## src/rtl/spi_pkg.sv

```systemverilog
// Shared constants and state encoding for the SPI responder.
package spi_pkg;
    localparam int SPI_BYTE_W   = 8;
    localparam int ERR_UNDERRUN = 0;
    localparam int ERR_OVERRUN  = 1;
    localparam int ERR_ABORT    = 2;

    typedef enum logic [0:0] {
        IDLE   = 1'b0,
        ACTIVE = 1'b1
    } spi_state_t;
endpackage

```

## src/rtl/spi_rx_fifo.sv

```systemverilog
// RX byte FIFO with show-ahead head output; built only with SPI_SLAVE_RXFIFO_EN.
`ifdef SPI_SLAVE_RXFIFO_EN
module spi_rx_fifo #(
    parameter int DEPTH = 4,
    parameter int W     = 8
) (
    input  logic         clk,
    input  logic         rst,
    input  logic         push,
    input  logic [W-1:0] din,
    input  logic         pop,
    output logic [W-1:0] dout,
    output logic         empty,
    output logic         full
);
    localparam int AW = $clog2(DEPTH);

    logic [W-1:0] mem [DEPTH];
    logic [AW:0]  wr_ptr;
    logic [AW:0]  rd_ptr;
    logic         do_pop;
    logic         do_push;

    assign empty   = (wr_ptr == rd_ptr);
    assign full    = (wr_ptr[AW] != rd_ptr[AW]) && (wr_ptr[AW-1:0] == rd_ptr[AW-1:0]);
    assign do_pop  = pop & ~empty;
    // A pop in the same cycle frees the slot, so a full FIFO can still accept
    assign do_push = push & (~full | do_pop);
    assign dout    = mem[rd_ptr[AW-1:0]];

    // Storage and pointer update
    always_ff @(posedge clk or posedge rst) begin
        if (rst) begin
            wr_ptr <= '0;
            rd_ptr <= '0;
            for (int i = 0; i < DEPTH; i++) begin
                mem[i] <= '0;
            end
        end else begin
            if (do_push) begin
                mem[wr_ptr[AW-1:0]] <= din;
                wr_ptr              <= wr_ptr + {{AW{1'b0}}, 1'b1};
            end
            if (do_pop) begin
                rd_ptr <= rd_ptr + {{AW{1'b0}}, 1'b1};
            end
        end
    end
endmodule
`endif

```

## src/rtl/spi_sync_edge.sv

```systemverilog
// Synchroniser for one asynchronous pin plus single-cycle rise/fall strobes.
module spi_sync_edge #(
    parameter int STAGES = 2
) (
    input  logic clk,
    input  logic rst,
    input  logic din,
    output logic rise,
    output logic fall
);
    logic [STAGES-1:0] chain;
    logic              hist;

    // Synchroniser chain followed by one history flop for edge detection
    always_ff @(posedge clk or posedge rst) begin
        if (rst) begin
            chain <= '0;
            hist  <= 1'b0;
        end else begin
            chain <= {chain[STAGES-2:0], din};
            hist  <= chain[STAGES-1];
        end
    end

    assign rise = chain[STAGES-1] & ~hist;
    assign fall = ~chain[STAGES-1] & hist;
endmodule

```

## src/rtl/spi_slave.sv

```systemverilog
// SPI mode-0 responder, MSB first, 8-bit frames, pins oversampled by clk.
// Define SPI_SLAVE_RXFIFO_EN to queue received bytes in an RX_DEPTH-entry FIFO.
module spi_slave
    import spi_pkg::*;
#(
    parameter logic [SPI_BYTE_W-1:0] TX_FILL     = 8'hFF,
    parameter int                    SYNC_STAGES = 2,
    parameter int                    RX_DEPTH    = 4
) (
    input  logic                  clk,
    input  logic                  rst,
    input  logic                  SCK,
    input  logic                  CS,
    input  logic                  MoSi,
    output logic                  MiSo,
    input  logic [SPI_BYTE_W-1:0] DATAout,
    input  logic                  tx_load,
    output logic                  tx_full,
    output logic [SPI_BYTE_W-1:0] DATAin,
    output logic                  rx_valid,
    input  logic                  rx_ack,
    output logic                  busy,
    output logic [2:0]            err,
    input  logic                  err_clr
);
    if (!((SYNC_STAGES == 2 || SYNC_STAGES == 3) && (RX_DEPTH >= 2) &&
          ((RX_DEPTH & (RX_DEPTH - 1)) == 0))) begin : g_bad_params
        $error("spi_slave: SYNC_STAGES must be 2 or 3 and RX_DEPTH a power of 2");
    end

    spi_state_t              state;
    spi_state_t              state_next;
    logic                    sck_rise, sck_fall, cs_rise, cs_fall;
    logic [SYNC_STAGES-1:0]  mosi_chain;
    logic                    mosi_sync;
    logic                    start, frame_end, rx_bit, tx_fall;
    logic                    byte_done, reload, underrun, overrun, abort;
    logic [SPI_BYTE_W-1:0]   tx_hold, tx_shift, tx_src, rx_byte;
    logic [SPI_BYTE_W-2:0]   rx_shift;
    logic [2:0]              bit_cnt;
    logic                    reload_pending, fill_pending;
    logic [2:0]              err_evt;

    spi_sync_edge #(.STAGES(SYNC_STAGES)) u_sck_sync (
        .clk (clk), .rst (rst), .din (SCK), .rise (sck_rise), .fall (sck_fall)
    );
    spi_sync_edge #(.STAGES(SYNC_STAGES)) u_cs_sync (
        .clk (clk), .rst (rst), .din (CS), .rise (cs_rise), .fall (cs_fall)
    );

    // MoSi synchroniser, same depth as SCK so data lines up with sck_rise
    always_ff @(posedge clk or posedge rst) begin
        if (rst) begin
            mosi_chain <= '0;
        end else begin
            mosi_chain <= {mosi_chain[SYNC_STAGES-2:0], MoSi};
        end
    end
    assign mosi_sync = mosi_chain[SYNC_STAGES-1];

    // State register
    always_ff @(posedge clk or posedge rst) begin
        if (rst) begin
            state <= IDLE;
        end else begin
            state <= state_next;
        end
    end

    // Next state and per-cycle frame events
    always_comb begin
        state_next = state;
        start      = 1'b0;
        frame_end  = 1'b0;
        rx_bit     = 1'b0;
        tx_fall    = 1'b0;
        case (state)
            IDLE: begin
                if (cs_fall) begin
                    state_next = ACTIVE;
                    start      = 1'b1;
                end else begin
                    state_next = IDLE;
                end
            end
            ACTIVE: begin
                if (cs_rise) begin
                    state_next = IDLE;
                    frame_end  = 1'b1;
                end else begin
                    state_next = ACTIVE;
                    rx_bit     = sck_rise;
                    tx_fall    = sck_fall;
                end
            end
            default: begin
                state_next = IDLE;
            end
        endcase
    end

    assign byte_done = rx_bit & (bit_cnt == 3'd7);
    assign reload    = start | byte_done;
    assign tx_src    = tx_full ? tx_hold : TX_FILL;
    assign rx_byte   = {rx_shift, mosi_sync};
    // A fill byte loaded at a byte boundary only counts as underrun once the
    // master starts clocking it out; a frame ending on the boundary is clean.
    assign underrun  = (start & ~tx_full) | (rx_bit & fill_pending);
    assign abort     = frame_end & (bit_cnt != 3'd0);
    assign busy      = (state == ACTIVE);

    // TX holding register; a load racing a reload lands in the holding slot
    always_ff @(posedge clk or posedge rst) begin
        if (rst) begin
            tx_hold <= 8'h00;
            tx_full <= 1'b0;
        end else if (tx_load) begin
            tx_hold <= DATAout;
            tx_full <= 1'b1;
        end else if (reload) begin
            tx_full <= 1'b0;
        end
    end

    // Shift registers, bit counter and MiSo
    always_ff @(posedge clk or posedge rst) begin
        if (rst) begin
            tx_shift       <= 8'h00;
            rx_shift       <= 7'h00;
            bit_cnt        <= 3'd0;
            MiSo           <= 1'b0;
            reload_pending <= 1'b0;
            fill_pending   <= 1'b0;
        end else if (start) begin
            tx_shift       <= tx_src;
            MiSo           <= tx_src[SPI_BYTE_W-1];
            bit_cnt        <= 3'd0;
            reload_pending <= 1'b0;
            fill_pending   <= 1'b0;
        end else if (frame_end) begin
            MiSo           <= 1'b0;
            bit_cnt        <= 3'd0;
            reload_pending <= 1'b0;
            fill_pending   <= 1'b0;
        end else if (rx_bit) begin
            rx_shift     <= rx_byte[SPI_BYTE_W-2:0];
            bit_cnt      <= bit_cnt + 3'd1;
            fill_pending <= byte_done & ~tx_full;
            if (byte_done) begin
                tx_shift       <= tx_src;
                reload_pending <= 1'b1;
            end
        end else if (tx_fall) begin
            if (reload_pending) begin
                MiSo           <= tx_shift[SPI_BYTE_W-1];
                reload_pending <= 1'b0;
            end else begin
                tx_shift <= {tx_shift[SPI_BYTE_W-2:0], 1'b0};
                MiSo     <= tx_shift[SPI_BYTE_W-2];
            end
        end
    end

`ifdef SPI_SLAVE_RXFIFO_EN
    logic fifo_empty;
    logic fifo_full;

    spi_rx_fifo #(.DEPTH(RX_DEPTH), .W(SPI_BYTE_W)) u_rx_fifo (
        .clk   (clk),
        .rst   (rst),
        .push  (byte_done),
        .din   (rx_byte),
        .pop   (rx_ack),
        .dout  (DATAin),
        .empty (fifo_empty),
        .full  (fifo_full)
    );
    assign rx_valid = ~fifo_empty;
    assign overrun  = byte_done & fifo_full & ~rx_ack;
`else
    // Single RX register; a completed byte always wins over rx_ack
    always_ff @(posedge clk or posedge rst) begin
        if (rst) begin
            DATAin   <= 8'h00;
            rx_valid <= 1'b0;
        end else if (byte_done) begin
            DATAin   <= rx_byte;
            rx_valid <= 1'b1;
        end else if (rx_ack) begin
            rx_valid <= 1'b0;
        end
    end
    assign overrun = byte_done & rx_valid & ~rx_ack;
`endif

    // Error event vector
    always_comb begin
        err_evt               = 3'b000;
        err_evt[ERR_UNDERRUN] = underrun;
        err_evt[ERR_OVERRUN]  = overrun;
        err_evt[ERR_ABORT]    = abort;
    end

    // Sticky error flags; a new event beats a simultaneous clear
    always_ff @(posedge clk or posedge rst) begin
        if (rst) begin
            err <= 3'b000;
        end else begin
            err <= (err_clr ? 3'b000 : err) | err_evt;
        end
    end
endmodule

```

## config.mk

```make
export PLATFORM = sky130hd
export DESIGN_NAME = spi_slave
export DESIGN_NICKNAME = d
export VERILOG_FILES = /design/src/rtl/spi_pkg.sv /design/src/rtl/spi_rx_fifo.sv /design/src/rtl/spi_sync_edge.sv /design/src/rtl/spi_slave.sv
export SDC_FILE = /design/constraint.sdc
export NUM_CORES = 1
export LEC_CHECK = 0
export ABC_AREA = 1
export BUFFER_PORTS_ARGS = -buffer_cell sky130_fd_sc_hd__buf_2
export CAP_MARGIN = 20
export CORE_MARGIN = 2
export CORE_UTILIZATION = 50
export CTS_CLUSTER_DIAMETER = 40
export DETAILED_ROUTE_END_ITERATION = 12
export PLACE_DENSITY_LB_ADDON = 0.1
export SYNTH_ARGS = -nofsm -noshare
export SYNTH_HDL_FRONTEND = slang
export SYNTH_SLANG_ARGS = --single-unit
export TNS_END_PERCENT = 10
```

## constraint.sdc

```tcl
create_clock -name clk -period 1.97 [get_ports clk]
set_input_delay 0.197 -clock clk [delete_from_list [all_inputs] [get_ports clk]]
set_output_delay 0.197 -clock clk [all_outputs]
set_load 0.05 [all_outputs]
```

## After elaboration in Yosys (flattened, before gate mapping)

Cells that the tools add are included.

| word-level totals | value |
|---|---|
| output and inout bits | 15 |
| bits in registers | 51 |
| word-level logic and storage cells | 96 |

| operators by class | value |
|---|---|
| bitwise gates (word level) | 23 |
| add/subtract/negate cells | 1 |
| eq/ne operators | 6 |
| muxes and demuxes | 38 |
| reduce and logical (&&, ||, !) cells | 11 |

Operators with widths:

| kind | count |
|---|---|
| 8-bit two-way mux | 7 |
| 1-bit two-way mux | 26 |
| 3-bit two-way mux | 4 |
| 3-bit nonzero test | 4 |
| 1-bit AND | 11 |
| 1-bit NOT | 9 |
| 3-bit != test, second input constant | 2 |
| 4-bit by 3-bit != test with 1-bit output, second input constant | 1 |
| 2-bit AND reduction | 2 |
| 4-bit AND reduction | 1 |
| 2-bit nonzero test | 2 |
| 4-bit nonzero test | 1 |
| 3-bit by 1-bit adder with 3-bit output, second input constant | 1 |
| 3-bit equality test, second input constant | 1 |
| 3-bit by 2-bit != test with 1-bit output, second input constant | 1 |
| 3-bit OR | 1 |
| 3-bit AND reduction | 1 |
| 2-bit != test, second input constant | 1 |
| 1-bit OR | 2 |
| 1-bit one-hot mux with 2 select lines | 1 |

## Logic depth before layout (Yosys ltp)

| depth | value |
|---|---|
| word-level depth | 9 |
| mapped depth | 9 |

## By module

Synthesis repeated with hierarchy kept, for this count alone.

| unflattened totals | value |
|---|---|
| cells, all modules | 247 |
| area total of the unflattened synthesis | 2203.4 µm² |

By module, submodules not included:

| module | area an instance (µm²) | sequential area each (µm²) | cells an instance | instances |
|---|---|---|---|---|
| spi_slave | 2015.7 | 1126.1 | 231 | 1 |
| spi_sync_edge | 93.8 | 75.1 | 8 | 2 |

## Worst setup path after synthesis

No wires, ideal clock.

| timing path | value |
|---|---|
| path kind | reg-to-reg |
| start point | register state (netlist: busy) |
| end point | register tx_full |
| stages on the path, launching flop included | 7 |
| arrival time | 1.392 ns |
| buffers on the path | 1 |
| library setup time | 0.123 ns |
| data required time | 1.847 ns |
| slack | 0.455 ns |
| cells stage by stage | dfrtp_1 > nand2_1 > nor2_4 > nand2_2 > buf_2 > nand3_1 > nand2_1 |

| on the way | value |
|---|---|
| word-level cells in the longest chain between the ends | 4 |
| elaborated cells on any way between the ends | 5 |

RTL lines:

| item | RTL line | RTL |
|---|---|---|
| start, declared | spi_slave.sv:31 | `spi_state_t state;` |
| start signal, assigned | spi_slave.sv:66 | `state <= state_next;` |
| 1-bit two-way mux | spi_slave.sv:77 | `case (state)` |
| 1-bit AND | spi_slave.sv:102 | `assign byte_done = rx_bit & (bit_cnt == 3'd7);` |
| 1-bit OR * | spi_slave.sv:103 | `assign reload = start \| byte_done;` |
| 2-bit nonzero test (no line) * | - |  |
| end signal, assigned | spi_slave.sv:116 | `tx_full <= 1'b0;` |
| end signal, assigned | spi_slave.sv:119 | `tx_full <= 1'b1;` |
| end signal, assigned | spi_slave.sv:121 | `tx_full <= 1'b0;` |
| end, declared | spi_slave.sv:18 | `output logic tx_full,` |

Mark *: on every way between the ends. The rest lies on a longest branch, timed or not.
A chain may end at the register's enable or synchronous reset.

## Final worst setup path

| timing path | value |
|---|---|
| start point | register bit_cnt[0] |
| end point | register rx_valid |

| on the way | value |
|---|---|
| word-level cells in the longest chain between the ends | 3 |
| elaborated cells on any way between the ends | 4 |

RTL lines:

| item | RTL line | RTL |
|---|---|---|
| start, declared | spi_slave.sv:40 | `logic [2:0] bit_cnt;` |
| start signal, assigned | spi_slave.sv:147 | `bit_cnt <= bit_cnt + 3'd1;` |
| 3-bit equality test * | spi_slave.sv:102 |  |
| 1-bit AND * | spi_slave.sv:102 |  |
| 1-bit two-way mux or 2-bit nonzero test (tied branches) | - |  |
| end signal, assigned | spi_slave.sv:185 | `rx_valid <= 1'b0;` |
| end signal, assigned | spi_slave.sv:188 | `rx_valid <= 1'b1;` |
| end signal, assigned | spi_slave.sv:190 | `rx_valid <= 1'b0;` |
| end, declared | spi_slave.sv:20 | `output logic rx_valid,` |

Marks and branches as above.

==> impl_metrics.json <==
{
  "drt_iter0_drc": 101,
  "h-tree-depth": 2,
  "netlist_area_sq_um": 2150,
  "cts_repair_resize_count": 0,
  "net-switching-power_uw": 750,
  "setup_violations": 0,
  "synth.mux.area_fraction_pct": 0,
  "hold_violations": 0,
  "yosys.area_share.simple_pct": 23.9,
  "synth_fa_ha_area_share_pct": 1.75,
  "ir_drop_uv": 550,
  "avgSynthCellArea_sq_um": 9.15,
  "clock_skew_ns": 0.00484,
  "finalNetCount": 290,
  "synth_nets": 254,
  "cp_cell_sequence": "ha_1, ha_1, nand2_2, o21ai_0",
  "cap_violations": 0,
  "setup_tns_ns": 0,
  "hold_slack_ns": 0.0415,
  "row_count": 23,
  "wl_per_cell_um": 11.4,
  "pwr-share-clk_pct": 26.2,
  "ios": 31,
  "ys_ff_latch": 51,
  "diodes": 0,
  "port_buffers": 30,
  "fin_ws_ns": 0.534,
  "die_area_sq_um": 4840,
  "synthDistinctLibCells": 24,
  "cts_tree": "built",
  "p_leak_nw": 1.35,
  "grt_pass1_vias": 1462,
  "finalCritPeriodShare_pct": 72.9,
  "synth_top_area_cell": "dfrtp_1",
  "post-route-drc-count": 0,
  "path_class": "reg2reg",
  "drtAntennaViolNets": 0,
  "core-area_sq_um": 4060,
  "switching_share_pct": 30.5,
  "cts_buffer_depth": 2,
  "synth_area_leaders": "dfrtp_1, nand2_1, inv_1, o21ai_0, nand3_1",
  "syn2layout_area_growth_pct": 15.0,
  "die_x_um": 69.6,
  "combPwrFrac_pct": 20.1,
  "fin_cells": 322,
  "cts_sinks": 51,
  "clockRootBuffer": "clkbuf_8",
  "arrival_ns": 1.60,
  "initial_core_util_pct": 53.0,
  "post-cts-setup-buffer-count": 0,
  "p_int_mw": 1.71,
  "slowest_stage": "dfrtp_1",
  "cp_common_cell": "ha_1",
  "start_kind": "register",
  "yosysTopAreaCellShare_pct": 59.4,
  "required_ns": 2.13,
  "pre_cts_slack_ns": 0.517,
  "seq_power_share_pct": 53.7,
  "hpwl_mm": 2.58,
  "p_per_area_nw_per_um2": 994,
  "yosysSeqAreaShare_pct": 59.4,
  "cts_hold_buf": 3,
  "rsz0062_at_grt": "false",
  "slew_viol_final": 0,
  "gp_congestion": 0.760,
  "max_stage_delay_ns": 0.39,
  "num-fill-cells": 374,
  "min_path_type": "in2async",
  "slew_headroom_pct": 58.9,
  "status": "complete, no violations",
  "tightest_slew_ns": 0.617,
  "post-place-cells": 311,
  "grt_pass1_wl_mm": 6.44,
  "regArea_sq_um": 1280,
  "drive_above_1_share_pct": 19.5,
  "fmax_ghz": 0.696,
  "multi_input_area_sq_um": 743,
  "die_h_um": 69.6,
  "clk_pin_slew_ns": 0.08,
  "clk-insertion-delay-late_ns": 0.30,
  "syn_inst": 235,
  "grt_usage_pct": 16.6,
  "cp_max_fo": 20,
  "yosys.area_share.xor_xnor_pct": 0,
  "synth_warnings": 0,
  "grt_antenna_before_repair": 0,
  "synth_compound_area_share_pct": 8.91,
  "cts_buffers": 5,
  "fin_crit_ns": 1.44,
  "endpoint_kind": "register",
  "totalWireLength_mm": 3.66,
  "overflow": 0,
  "first_pass_iters": 4,
  "via_per_inst": 4.88,
  "grt_max_degree": 52,
  "vias": 1572,
  "synth_top_family_by_area": "simple AND/OR/NAND/NOR gates"
}
-- worst max-delay path: cells and delay by family, from the launching register on --
kind,cells,cell delay (ns)
AOI/OAI and AO/OA,1,0.16
adders and majority gates,2,0.43
and+or+nand+nor,1,0.33
DFF,1,0.39
-- state kept, by name, indices dropped and copies added, names as in the netlist --
register and count:
u_sck_sync.hist 1, fill_pending 1, u_cs_sync.hist 1, MiSo 1
reload_pending 1, mosi_chain 2, DATAin 8, rx_valid 1
tx_shift 8, bit_cnt 3, tx_hold 8, busy 1
u_cs_sync.chain 2, rx_shift 7, err 3, u_sck_sync.chain 2
tx_full 1
-- final timing paths --
check / to / cells after the start / from / slack (ns)
setup / recovery: rx_valid / 4 / bit_cnt[0] / 0.53
max in group asynchronous: tx_hold[0] / 3 / rst / 1.52
setup reg to reg: rx_valid / 4 / bit_cnt[0] / 0.53
hold reg to reg: u_cs_sync.chain[1] / 0 / u_cs_sync.chain[0] / 0.35
min in group clk: tx_hold[7] / 3 / DATAout[7] / 0.09
hold / removal: mosi_chain[0] / 3 / rst / 0.04
-- synth_stat cells (all sizes together) --
library cell   n
a21o           1
a21oi          2
buf            4
clkbuf         2
dfrtp         51
ha             3
inv           25
nand2         91
nand3         17
nand4          1
nor2           9
o21ai         25
o221ai         1
o22ai          2
o31ai          1
-- through the flow --
step	utilization, %	power [mW]	instance area [sq um]
CTS	60.9	2.48	2470
global route	60.9	2.61	2470
detailed placement	57.7	1.83	2340
floorplan	-	1.70	2150
global placement	57.7	1.82	2340
finish	60.9	2.46	2470
-- cells by family after synthesis --
family	after synthesis
compound gates	32
fa+ha+maj	3
buf+inv	31
flops	51
simple gates	118
-- layout make-up --
cell class / count / area share, %
Clock buffer: 8 / 4.05
Tap cell: 50 / 2.53
Sequential cell: 51 / 51.6
Multi-Input combinational cell: 153 / 30.1
Timing Repair Buffer: 35 / 7.90
Inverter: 25 / 3.80
-- cells in the final DEF, fill, tap and decap left out, drive strengths merged --
cell type and count:
o221ai 1, clkbuf 8, nand2 91, o21ai 25
ha 3, inv 25, buf 32, a21oi 2
dfrtp 51, nand4 1, o22ai 2, dlygate4sd3 3
nor2 9, nand3 17, o31ai 1, a21o 1
-- metal layers --
layer	global-route usage, %	part of all wire (%)	wire [um]	up-vias
met5	0	0	0	-
met2	25.6	46	1690	30
met3	4.51	4.2	152	7
met4	5.88	1.6	57	0
li1	-	-	-	809
met1	22.5	48	1760	726
-- power groups by stage --
stage	Sequential, mW	Combinational [mW]	Clock, mW
floorplan	1.37	0.327	0
global placement	1.33	0.491	0
detailed placement	1.34	0.497	0
CTS	1.32	0.500	0.661
global route	1.34	0.569	0.704
finish	1.32	0.495	0.644
No activity file was read; power rests on OpenSTA's default activity.
